[src/rtl/load_pkg.sv]
// Shared definitions for the load-command scheduler.
//   - state_t      : scheduler FSM encoding (IDLE/ISSUE/WAIT/DONE)
//   - *_W          : descriptor field widths
//   - load_desc_t  : packed 46-bit load descriptor as stored in the command FIFO
//   - DESC_W       : width of load_desc_t
package load_pkg;

    localparam int ID_W    = 8;
    localparam int DADDR_W = 12;
    localparam int LEN_W   = 8;
    localparam int SIZE_W  = 3;
    localparam int STR_W   = 3;
    localparam int SADDR_W = 12;

    typedef enum logic [1:0] {
        IDLE  = 2'b00,
        ISSUE = 2'b01,
        WAIT  = 2'b10,
        DONE  = 2'b11
    } state_t;

    typedef struct packed {
        logic [ID_W-1:0]    id;
        logic [DADDR_W-1:0] dram_addr;
        logic [LEN_W-1:0]   len;
        logic [SIZE_W-1:0]  size;
        logic [STR_W-1:0]   str;
        logic [SADDR_W-1:0] sram_addr;
    } load_desc_t;

    localparam int DESC_W = $bits(load_desc_t);

endpackage

[src/rtl/load_cmd_fifo.sv]
// Synchronous command FIFO, DEPTH entries of DESC_W bits, async active-low reset.
// Ports:
//   clk, rst_n  clock / asynchronous active-low reset
//   push, din   write request and data (ignored while full)
//   pop, dout   read request (ignored while empty); dout shows the head entry
//   full, empty status flags
// Pointers carry an extra wrap bit: equal pointers mean empty, pointers that
// differ only in the wrap bit mean full.
module load_cmd_fifo
    import load_pkg::*;
#(
    parameter int DEPTH = 4
) (
    input  logic              clk,
    input  logic              rst_n,
    input  logic              push,
    input  logic [DESC_W-1:0] din,
    input  logic              pop,
    output logic [DESC_W-1:0] dout,
    output logic              full,
    output logic              empty
);

    localparam int AW = $clog2(DEPTH);

    logic [DESC_W-1:0] mem [DEPTH];
    logic [AW:0]       wr_ptr;
    logic [AW:0]       rd_ptr;

    assign empty = (wr_ptr == rd_ptr);
    assign full  = (wr_ptr[AW] != rd_ptr[AW]) && (wr_ptr[AW-1:0] == rd_ptr[AW-1:0]);
    assign dout  = mem[rd_ptr[AW-1:0]];

    always_ff @(posedge clk or negedge rst_n) begin
        if (!rst_n) begin
            wr_ptr <= '0;
            rd_ptr <= '0;
        end else begin
            if (push && !full)  wr_ptr <= wr_ptr + 1'b1;
            if (pop && !empty)  rd_ptr <= rd_ptr + 1'b1;
        end
    end

    // Storage needs no reset: an entry is only read after it has been written.
    always_ff @(posedge clk) begin
        if (push && !full) mem[wr_ptr[AW-1:0]] <= din;
    end

endmodule

[src/rtl/load_sched.sv]
// Load-command scheduler in front of the load buffer.
// Queues decode-stage load requests, issues them one at a time as a single
// cycle ctrl_load_vld pulse, counts read beats until rlast and reports a
// completion with a beat-count check. Only one load is in flight.
//
// Handshake: a request is accepted on every clock edge where idu_ld_vld and
// idu_ld_rdy are both high; idu_ld_rdy depends only on FIFO fullness, never on
// idu_ld_vld. ctrl_load_vld and ld_done_vld are unacknowledged one-cycle
// pulses; ctrl_sram_rvld/rlast are observed only.
//
// Ports:
//   clk, rst_n                     clock / asynchronous active-low reset
//   idu_ld_vld/_rdy                request handshake
//   idu_ld_id/_dram_addr/_len/_size/_str/_sram_addr   request descriptor
//   ctrl_load_vld                  issue pulse
//   ctrl_load_id/_dram_addr/_len/_size/_str/_ld_addr  issued descriptor (held)
//   ctrl_sram_rvld/_rlast          read beat observation
//   ld_done_vld/_id/_err           completion report
//   ld_busy                        FSM not idle or commands queued
//   dbg_state                      current FSM state (state_t encoding)
//
// Build option: LOAD_SCHED_TIMEOUT_EN adds a watchdog (parameter TO_CYCLES)
// that ends a WAIT with an error after TO_CYCLES beat-less cycles.
module load_sched
    import load_pkg::*;
#(
    parameter int DEPTH = 4
`ifdef LOAD_SCHED_TIMEOUT_EN
    ,
    parameter int TO_CYCLES = 1023
`endif
) (
    input  logic        clk,
    input  logic        rst_n,
    input  logic        idu_ld_vld,
    output logic        idu_ld_rdy,
    input  logic [7:0]  idu_ld_id,
    input  logic [11:0] idu_ld_dram_addr,
    input  logic [7:0]  idu_ld_len,
    input  logic [2:0]  idu_ld_size,
    input  logic [2:0]  idu_ld_str,
    input  logic [11:0] idu_ld_sram_addr,
    output logic        ctrl_load_vld,
    output logic [7:0]  ctrl_load_id,
    output logic [11:0] ctrl_load_dram_addr,
    output logic [7:0]  ctrl_load_len,
    output logic [2:0]  ctrl_load_size,
    output logic [2:0]  ctrl_load_str,
    output logic [11:0] ctrl_load_ld_addr,
    input  logic        ctrl_sram_rvld,
    input  logic        ctrl_sram_rlast,
    output logic        ld_done_vld,
    output logic [7:0]  ld_done_id,
    output logic        ld_done_err,
    output logic        ld_busy,
    output logic [1:0]  dbg_state
);

    state_t     state;
    state_t     state_nxt;
    load_desc_t req;
    load_desc_t head;
    load_desc_t cur;
    logic       fifo_full;
    logic       fifo_empty;
    logic       push;
    logic       pop;
    logic       in_flight;
    logic       last_beat;
    logic       timeout;
    logic       len_err;
    logic       err_q;
    logic [8:0] beat_cnt;
    logic [8:0] cnt_base;
    logic [8:0] beat_inc;

    assign req = '{id: idu_ld_id, dram_addr: idu_ld_dram_addr, len: idu_ld_len,
                   size: idu_ld_size, str: idu_ld_str, sram_addr: idu_ld_sram_addr};

    assign idu_ld_rdy = !fifo_full;
    assign push       = idu_ld_vld && !fifo_full;

    load_cmd_fifo #(.DEPTH(DEPTH)) u_fifo (
        .clk   (clk),
        .rst_n (rst_n),
        .push  (push),
        .din   (req),
        .pop   (pop),
        .dout  (head),
        .full  (fifo_full),
        .empty (fifo_empty)
    );

    // Beats are counted in ISSUE as well as WAIT; ISSUE counts from zero
    // because beat_cnt still holds the previous command's total there.
    assign in_flight = (state == ISSUE) || (state == WAIT);
    assign last_beat = in_flight && ctrl_sram_rvld && ctrl_sram_rlast;
    assign cnt_base  = (state == ISSUE) ? 9'd0 : beat_cnt;
    assign beat_inc  = (cnt_base == 9'd511) ? cnt_base : cnt_base + 9'd1;
    assign len_err   = ({1'b0, beat_inc} != ({2'b00, cur.len} + 10'd1));

`ifdef LOAD_SCHED_TIMEOUT_EN
    localparam logic [9:0] TO_LIM = 10'(TO_CYCLES);
    logic [9:0] wdog;

    // Fires on the TO_CYCLES-th consecutive WAIT cycle without a beat.
    assign timeout = (state == WAIT) && !ctrl_sram_rvld && ((wdog + 10'd1) == TO_LIM);

    always_ff @(posedge clk or negedge rst_n) begin
        if (!rst_n) begin
            wdog <= '0;
        end else if (state == ISSUE || ctrl_sram_rvld) begin
            wdog <= '0;
        end else if (state == WAIT) begin
            wdog <= wdog + 10'd1;
        end
    end
`else
    assign timeout = 1'b0;
`endif

    always_comb begin
        state_nxt = state;
        pop       = 1'b0;
        unique case (state)
            IDLE: begin
                if (!fifo_empty) begin
                    state_nxt = ISSUE;
                    pop       = 1'b1;
                end
            end
            ISSUE, WAIT: begin
                if (last_beat || timeout) state_nxt = DONE;
                else                      state_nxt = WAIT;
            end
            DONE:    state_nxt = IDLE;
            default: state_nxt = IDLE;
        endcase
    end

    always_ff @(posedge clk or negedge rst_n) begin
        if (!rst_n) begin
            state    <= IDLE;
            cur      <= '0;
            beat_cnt <= '0;
            err_q    <= 1'b0;
        end else begin
            state <= state_nxt;
            if (pop) cur <= head;
            if (in_flight) begin
                if (ctrl_sram_rvld)      beat_cnt <= beat_inc;
                else if (state == ISSUE) beat_cnt <= '0;
            end
            if (last_beat)    err_q <= len_err;
            else if (timeout) err_q <= 1'b1;
        end
    end

    assign ctrl_load_vld       = (state == ISSUE);
    assign ctrl_load_id        = cur.id;
    assign ctrl_load_dram_addr = cur.dram_addr;
    assign ctrl_load_len       = cur.len;
    assign ctrl_load_size      = cur.size;
    assign ctrl_load_str       = cur.str;
    assign ctrl_load_ld_addr   = cur.sram_addr;

    assign ld_done_vld = (state == DONE);
    assign ld_done_id  = (state == DONE) ? cur.id : 8'd0;
    assign ld_done_err = (state == DONE) && err_q;
    assign ld_busy     = (state != IDLE) || !fifo_empty;
    assign dbg_state   = state;

endmodule
[config.mk]
export PLATFORM = sky130hd
export DESIGN_NAME = load_sched
export DESIGN_NICKNAME = d
export VERILOG_FILES = /design/src/rtl/load_pkg.sv /design/src/rtl/load_cmd_fifo.sv /design/src/rtl/load_sched.sv
export SDC_FILE = /design/constraint.sdc
export NUM_CORES = 1
export LEC_CHECK = 0
export BUFFER_PORTS_ARGS = -buffer_cell sky130_fd_sc_hd__buf_2
export CAP_MARGIN = 20
export CORE_UTILIZATION = 55
export CTS_BUF_LIST = sky130_fd_sc_hd__clkbuf_16
export DETAILED_ROUTE_END_ITERATION = 10
export PLACE_DENSITY = 0.76
export SYNTH_ARGS = -nofsm -noshare
export SYNTH_HDL_FRONTEND = slang
export SYNTH_HIERARCHICAL = 1
export SYNTH_SLANG_ARGS = --single-unit
[constraint.sdc]
create_clock -name clk -period 8.6 [get_ports clk]
set_clock_uncertainty 0.2 [all_clocks]
set_input_delay 1.72 -clock clk [delete_from_list [all_inputs] [get_ports clk]]
set_output_delay 1.72 -clock clk [all_outputs]
set_load 0.02 [all_outputs]
== Word level (Yosys, flattened, before mapping) ==
Memories as Yosys holds them, arrays and structs flattened. A register that Yosys moved wholly into a read port is not among the register bits.
Cells that the tools add are included.
Word-level totals
  RAM bits: 184
  register bits after elaboration: 18
  memories: 1
  output and inout port bits: 61
Memory list
  u_fifo.mem: words 4, bits a word 46, read ports 1, clocked after Yosys merged registers in 1, write ports 1, line load_cmd_fifo.sv:26  | logic [DESC_W-1:0] mem [DEPTH];
Operators by class
  mux-type cells: 11
  equal/unequal tests: 9
  reductions and logical operators: 15
  add/subtract/negate cells: 4
Operator list (count)
  $mux W9: 3
  $add A8 B1 Y9 const B: 1
  $add A9 B1 Y9 const B: 1
  $eq A9 B9 Y1 const B: 1
  $ne A9 B9 Y1: 1
  $mux W8: 1
  $logic_and A1 B1 Y1: 7
  $add A3 B1 Y3 const B: 2
  $pmux W2 S3: 1
  $mux W1: 5
  $eq A2 B2 Y1 const B: 2
  $eq A3 B3 Y1: 1
  $logic_not A1 Y1: 3
  $eq A2 B1 Y1 const B: 1
  $eq A2 B2 Y1: 1
  $logic_not A2 Y1: 1
  $logic_or A1 B1 Y1: 2
  $mux W2: 1
  $ne A2 B2 Y1 const B: 1
  $reduce_bool A2 Y1: 1
  $reduce_or A2 Y1: 1
  $ne A1 B1 Y1: 1

== Depth between registers and ports, before layout ==
  depth after elaboration: 7
  gate-level depth with buffers: 10
  gate-level depth less buffers: 8

== Hierarchy ==
The synthesis kept the hierarchy.
By module, submodules not included
  load_cmd_fifo: times used 1, area each 7131.8 um^2, sequential area each 5675.4 um^2, cells each 290
  load_sched: times used 1, area each 2825.2 um^2, sequential area each 1451.4 um^2, cells each 240

== Worst setup path before layout ==
Ideal clock, no wire load.
  path kind: input to register
  start: in idu_ld_vld
  end: mem u_fifo/mem[3][0] (netlist name), enable pin
  arrival time: 3.574 ns
  library setup time: 0.426 ns
  path slack: 4.399 ns
  cell stages on the path: 3
  path through: nor2b_1 nand2_1 a31oi_2
On the way
  word-level cells in the longest chain between the ends: 4
RTL lines
  start: declaration: line load_sched.sv:35  | input logic idu_ld_vld,
  $logic_and A1 B1 Y1: line load_sched.sv:81  | assign push = idu_ld_vld && !fifo_full;
  $logic_and A1 B1 Y1: line load_cmd_fifo.sv:46  | if (push && !full) mem[wr_ptr[AW-1:0]] <= din;
  $mux W1: line load_cmd_fifo.sv:46
  $mux W1 (implied by the code): line load_cmd_fifo.sv:46
  end: declaration: line load_cmd_fifo.sv:26
Every way passes these cells.

== Worst setup path after layout ==
  start: reg u_fifo.rd_ptr[0]
  end: out idu_ld_rdy
On the way
  word-level cells in the longest chain between the ends: 3
RTL lines
  start: declaration: line load_cmd_fifo.sv:28  | logic [AW:0] rd_ptr;
  start signal: assignment: line load_cmd_fifo.sv:40  | if (pop && !empty) rd_ptr <= rd_ptr + 1'b1;
  $eq A2 B2 Y1: line load_cmd_fifo.sv:31  | assign full = (wr_ptr[AW] != rd_ptr[AW]) && (wr_ptr[AW-1:0] == rd_ptr[AW-1:0]);
  $logic_and A1 B1 Y1: line load_cmd_fifo.sv:31
  named net fifo_full: line load_sched.sv:64  | logic fifo_full;
  $logic_not A1 Y1: line load_sched.sv:80  | assign idu_ld_rdy = !fifo_full;
  end: declaration: line load_sched.sv:36  | output logic idu_ld_rdy,
The timed path passes the listed nets, and every way through them passes these cells.

==> flow_metrics.tcl <==
set metrics [dict create \
    clock_latency_ns 0.51 \
    synth.net_count 590 \
    fp.dieH_um 137 \
    fin_crit_ns 4.36 \
    timing.rr.start "u_fifo/rd_ptr[1]" \
    gr-total-overflow 0 \
    ir_worst_vdd_mv 0.259 \
    port_buffers 111 \
    drtAntennaViolNets 0 \
    grt_use_total_pct 21.6 \
    cts_max_level 1 \
    critPathLaunch "u_fifo/rd_ptr[0]" \
    drive_gt1_share_pct 38.8 \
    areaGrowthSynthToFinish_pct 15.9 \
    end_kind "output port" \
    die_w_um 137 \
    seq_area_frac_synth_pct 71.6 \
    grt_max_degree 65 \
    worstSetupStartpointType "flop" \
    synth_cell_type_count 51 \
    grt_pass1_vias 5616 \
    synth_largest_area_cell "edfxtp_1" \
    slew_violations 0 \
    synth_area_um2 9960 \
    cts_buffers 25 \
    cts_tree "yes" \
    grt_pass1_wl_mm 30.0 \
    syn_avg_cell_area_um2 18.8 \
    clock_path_buffers 3 \
    critPathArrivalTime_ns 2.44 \
    max_freq_ghz 0.230 \
    drcViolationCount 0 \
    fin_crit_sh_pct 50.7 \
    cp.required_ns 6.68 \
    n_fill_cell 1194 \
    routed_wirelength_mm 18.9 \
    drt_iter0_drc 314 \
    worst_r2r_path_depth 8 \
    cts_num_sinks 248 \
    synthCells 530 \
    power_density_nw_per_um2 384 \
    finalHoldViolCount 0 \
    crit_fanout 38 \
    rsz0062_at_grt "no" \
    synth_edf_count 184 \
    cts.clk_slew.worst_paths_ns 0.06 \
    holdBufCountCts 0 \
    post-dp-hpwl_mm 11.2 \
    synth-seq-cells 248 \
    die-area_um2 18600 \
    antenna_found_initial 3 \
    via_count 5172 \
    holdCritStartpoint "ctrl_load_size[2]" \
    synth_top_area_share_pct 55.5 \
    ys.flop_type "edfxtp_1" \
    async_reset_ff_share_pct 25.8 \
    finalSetupViolations 0 \
    worstHoldPathCells 1 \
    drv_cap 0 \
    cts_resized 0 \
    post-cts-setup-buffers 0 \
    drt-vias-per-instance 5.79 \
    whs_ns 0.303 \
    gp_congestion 0.841 \
    ys_top_cells_by_area "edfxtp_1, dfrtp_1, mux4_2" \
    tightest_slew_ns 0.885 \
    ys_warn_count 6 \
    outcome "finished clean" \
    tns_ns 0 \
    num_io_pins 112 \
    start_util_pct 57.0 \
    core_area_um2 17500 \
    min_path_type "flop to flop" \
    leakage_nw 4.24 \
    firstDrtPassIters 5 \
    nets 709 \
    wire_per_inst_um 21.1 \
    root_buffer "clkbuf_16" \
    slew_headroom_pct 41.0 \
    crit_type "flop to output port" \
    fp-row-count 48 \
]
==> report_power, final <==
part           switching [mW]  leakage, nW  internal, mW
Combinational           0.847         1.38         0.680
Sequential              0.190         2.45          1.67
Clock                   0.433        0.417         0.619
Total                    1.47         4.24          2.97
==> kinds of logic (layout without fill, tap and decap cells) <==
kind of cell | after synthesis | in the layout | synth area share [%]
DFF | 248 | 248 | 71.6
and+or+nand+nor | 72 | 72 | 4.06
buffers and inverters | 36 | 174 | 1.96
xor gates and xnor gates | 22 | 22 | 2.20
adders and majority gates | 9 | 9 | 1.13
other | 0 | 1 | 0
muxes | 92 | 92 | 15.6
AOI/OAI and AO/OA | 51 | 51 | 3.47
==> per-stage QoR <==
| stage | instance area, um^2 | setup WS, ns | total power, mW | util, % | cells |
|---|---|---|---|---|---|
| floorplan | 9960 | 4.40 | 2.96 | - | 530 |
| global placement | 10700 | 4.52 | 3.33 | 61.3 | 846 |
| detailed placement | 10700 | 4.52 | 3.39 | 61.3 | 846 |
| CTS | 11500 | 3.96 | 4.47 | 65.9 | 892 |
| global route | 11500 | 4.01 | 4.68 | 66.0 | 893 |
| finish | 11500 | 4.24 | 4.43 | 66.1 | 894 |
==> Yosys cell counts (7+ instances only) <==
cell type / count
edfxtp_1: 184
dfrtp_1: 64
mux2_2: 46
mux4_2: 46
xnor2_1: 15
nand2_1: 14
a21oi_1: 13
clkbuf_1: 11
inv_1: 10
and2_1: 9
ha_1: 9
nor2_1: 8
nor2b_1: 8
o21ai_0: 8
and3_1: 7
nand3_1: 7
==> flip-flops by register name (all words and copies together) (netlist names), 8 cells and up <==
signal	count
u_fifo/mem	184
ctrl_load_len	8
ctrl_load_dram_addr	12
beat_cnt	9
ctrl_load_id	8
ctrl_load_ld_addr	12
==> layout by cell type, fill, tap and decap left out, types with 7 or more instances in the layout <==
master     Yosys  routed
mux2_2        46      46
inv_1         10      18
edfxtp_1     184     184
buf_4          1       7
buf_2          6     110
a21oi_1       13      13
xnor2_1       15      15
clkbuf_16      0      25
nand3_1        7       7
nand2_1       14      14
ha_1           9       9
nor2_1         8       8
dfrtp_1       64      62
o21ai_0        8       8
and2_1         9       9
nor2b_1        8       7
mux4_2        46      46
==> critical path, stage by stage (launching register included) <==
cell	delay, ns
dfrtp_4	0.61
buf_16	0.28
xnor2_1	0.48
nand3_1	0.24
inv_1	0.12
inv_1	0.04
buf_2	0.15
==> metal layers <==
| metal | up-vias | routed length, um | GRT usage [%] |
|---|---|---|---|
| met5 | - | 27 | 0 |
| met4 | 4 | 352 | 5.93 |
| met3 | 33 | 1220 | 4.19 |
| met2 | 179 | 9850 | 37.4 |
| met1 | 2616 | 7460 | 28.1 |
| li1 | 2340 | - | - |
==> path summary, 6_finish.rpt <==
kind                                          end  slack [ns]
worst max-delay path                   idu_ld_rdy        4.24
worst min-delay path            ctrl_load_size[2]        0.30
worst max register to register  u_fifo/mem[3][16]        5.18
worst min register to register  ctrl_load_size[2]        0.30
max in group asynchronous        u_fifo/rd_ptr[0]        6.42
min in group asynchronous         ctrl_load_id[2]        1.13
==> layout make-up <==
class	count	area (um^2)	area share [%]
tap	225	282	2.44
multi-input combinational	246	2660	23.0
clock buffer	25	626	5.42
timing repair buffer	118	631	5.46
inverter	10	37.5	0.325
clock inverter	21	179	1.55
antenna	1	2.50	0.0217
sequential	248	7130	61.8
(Power assumes the default switching activity.)
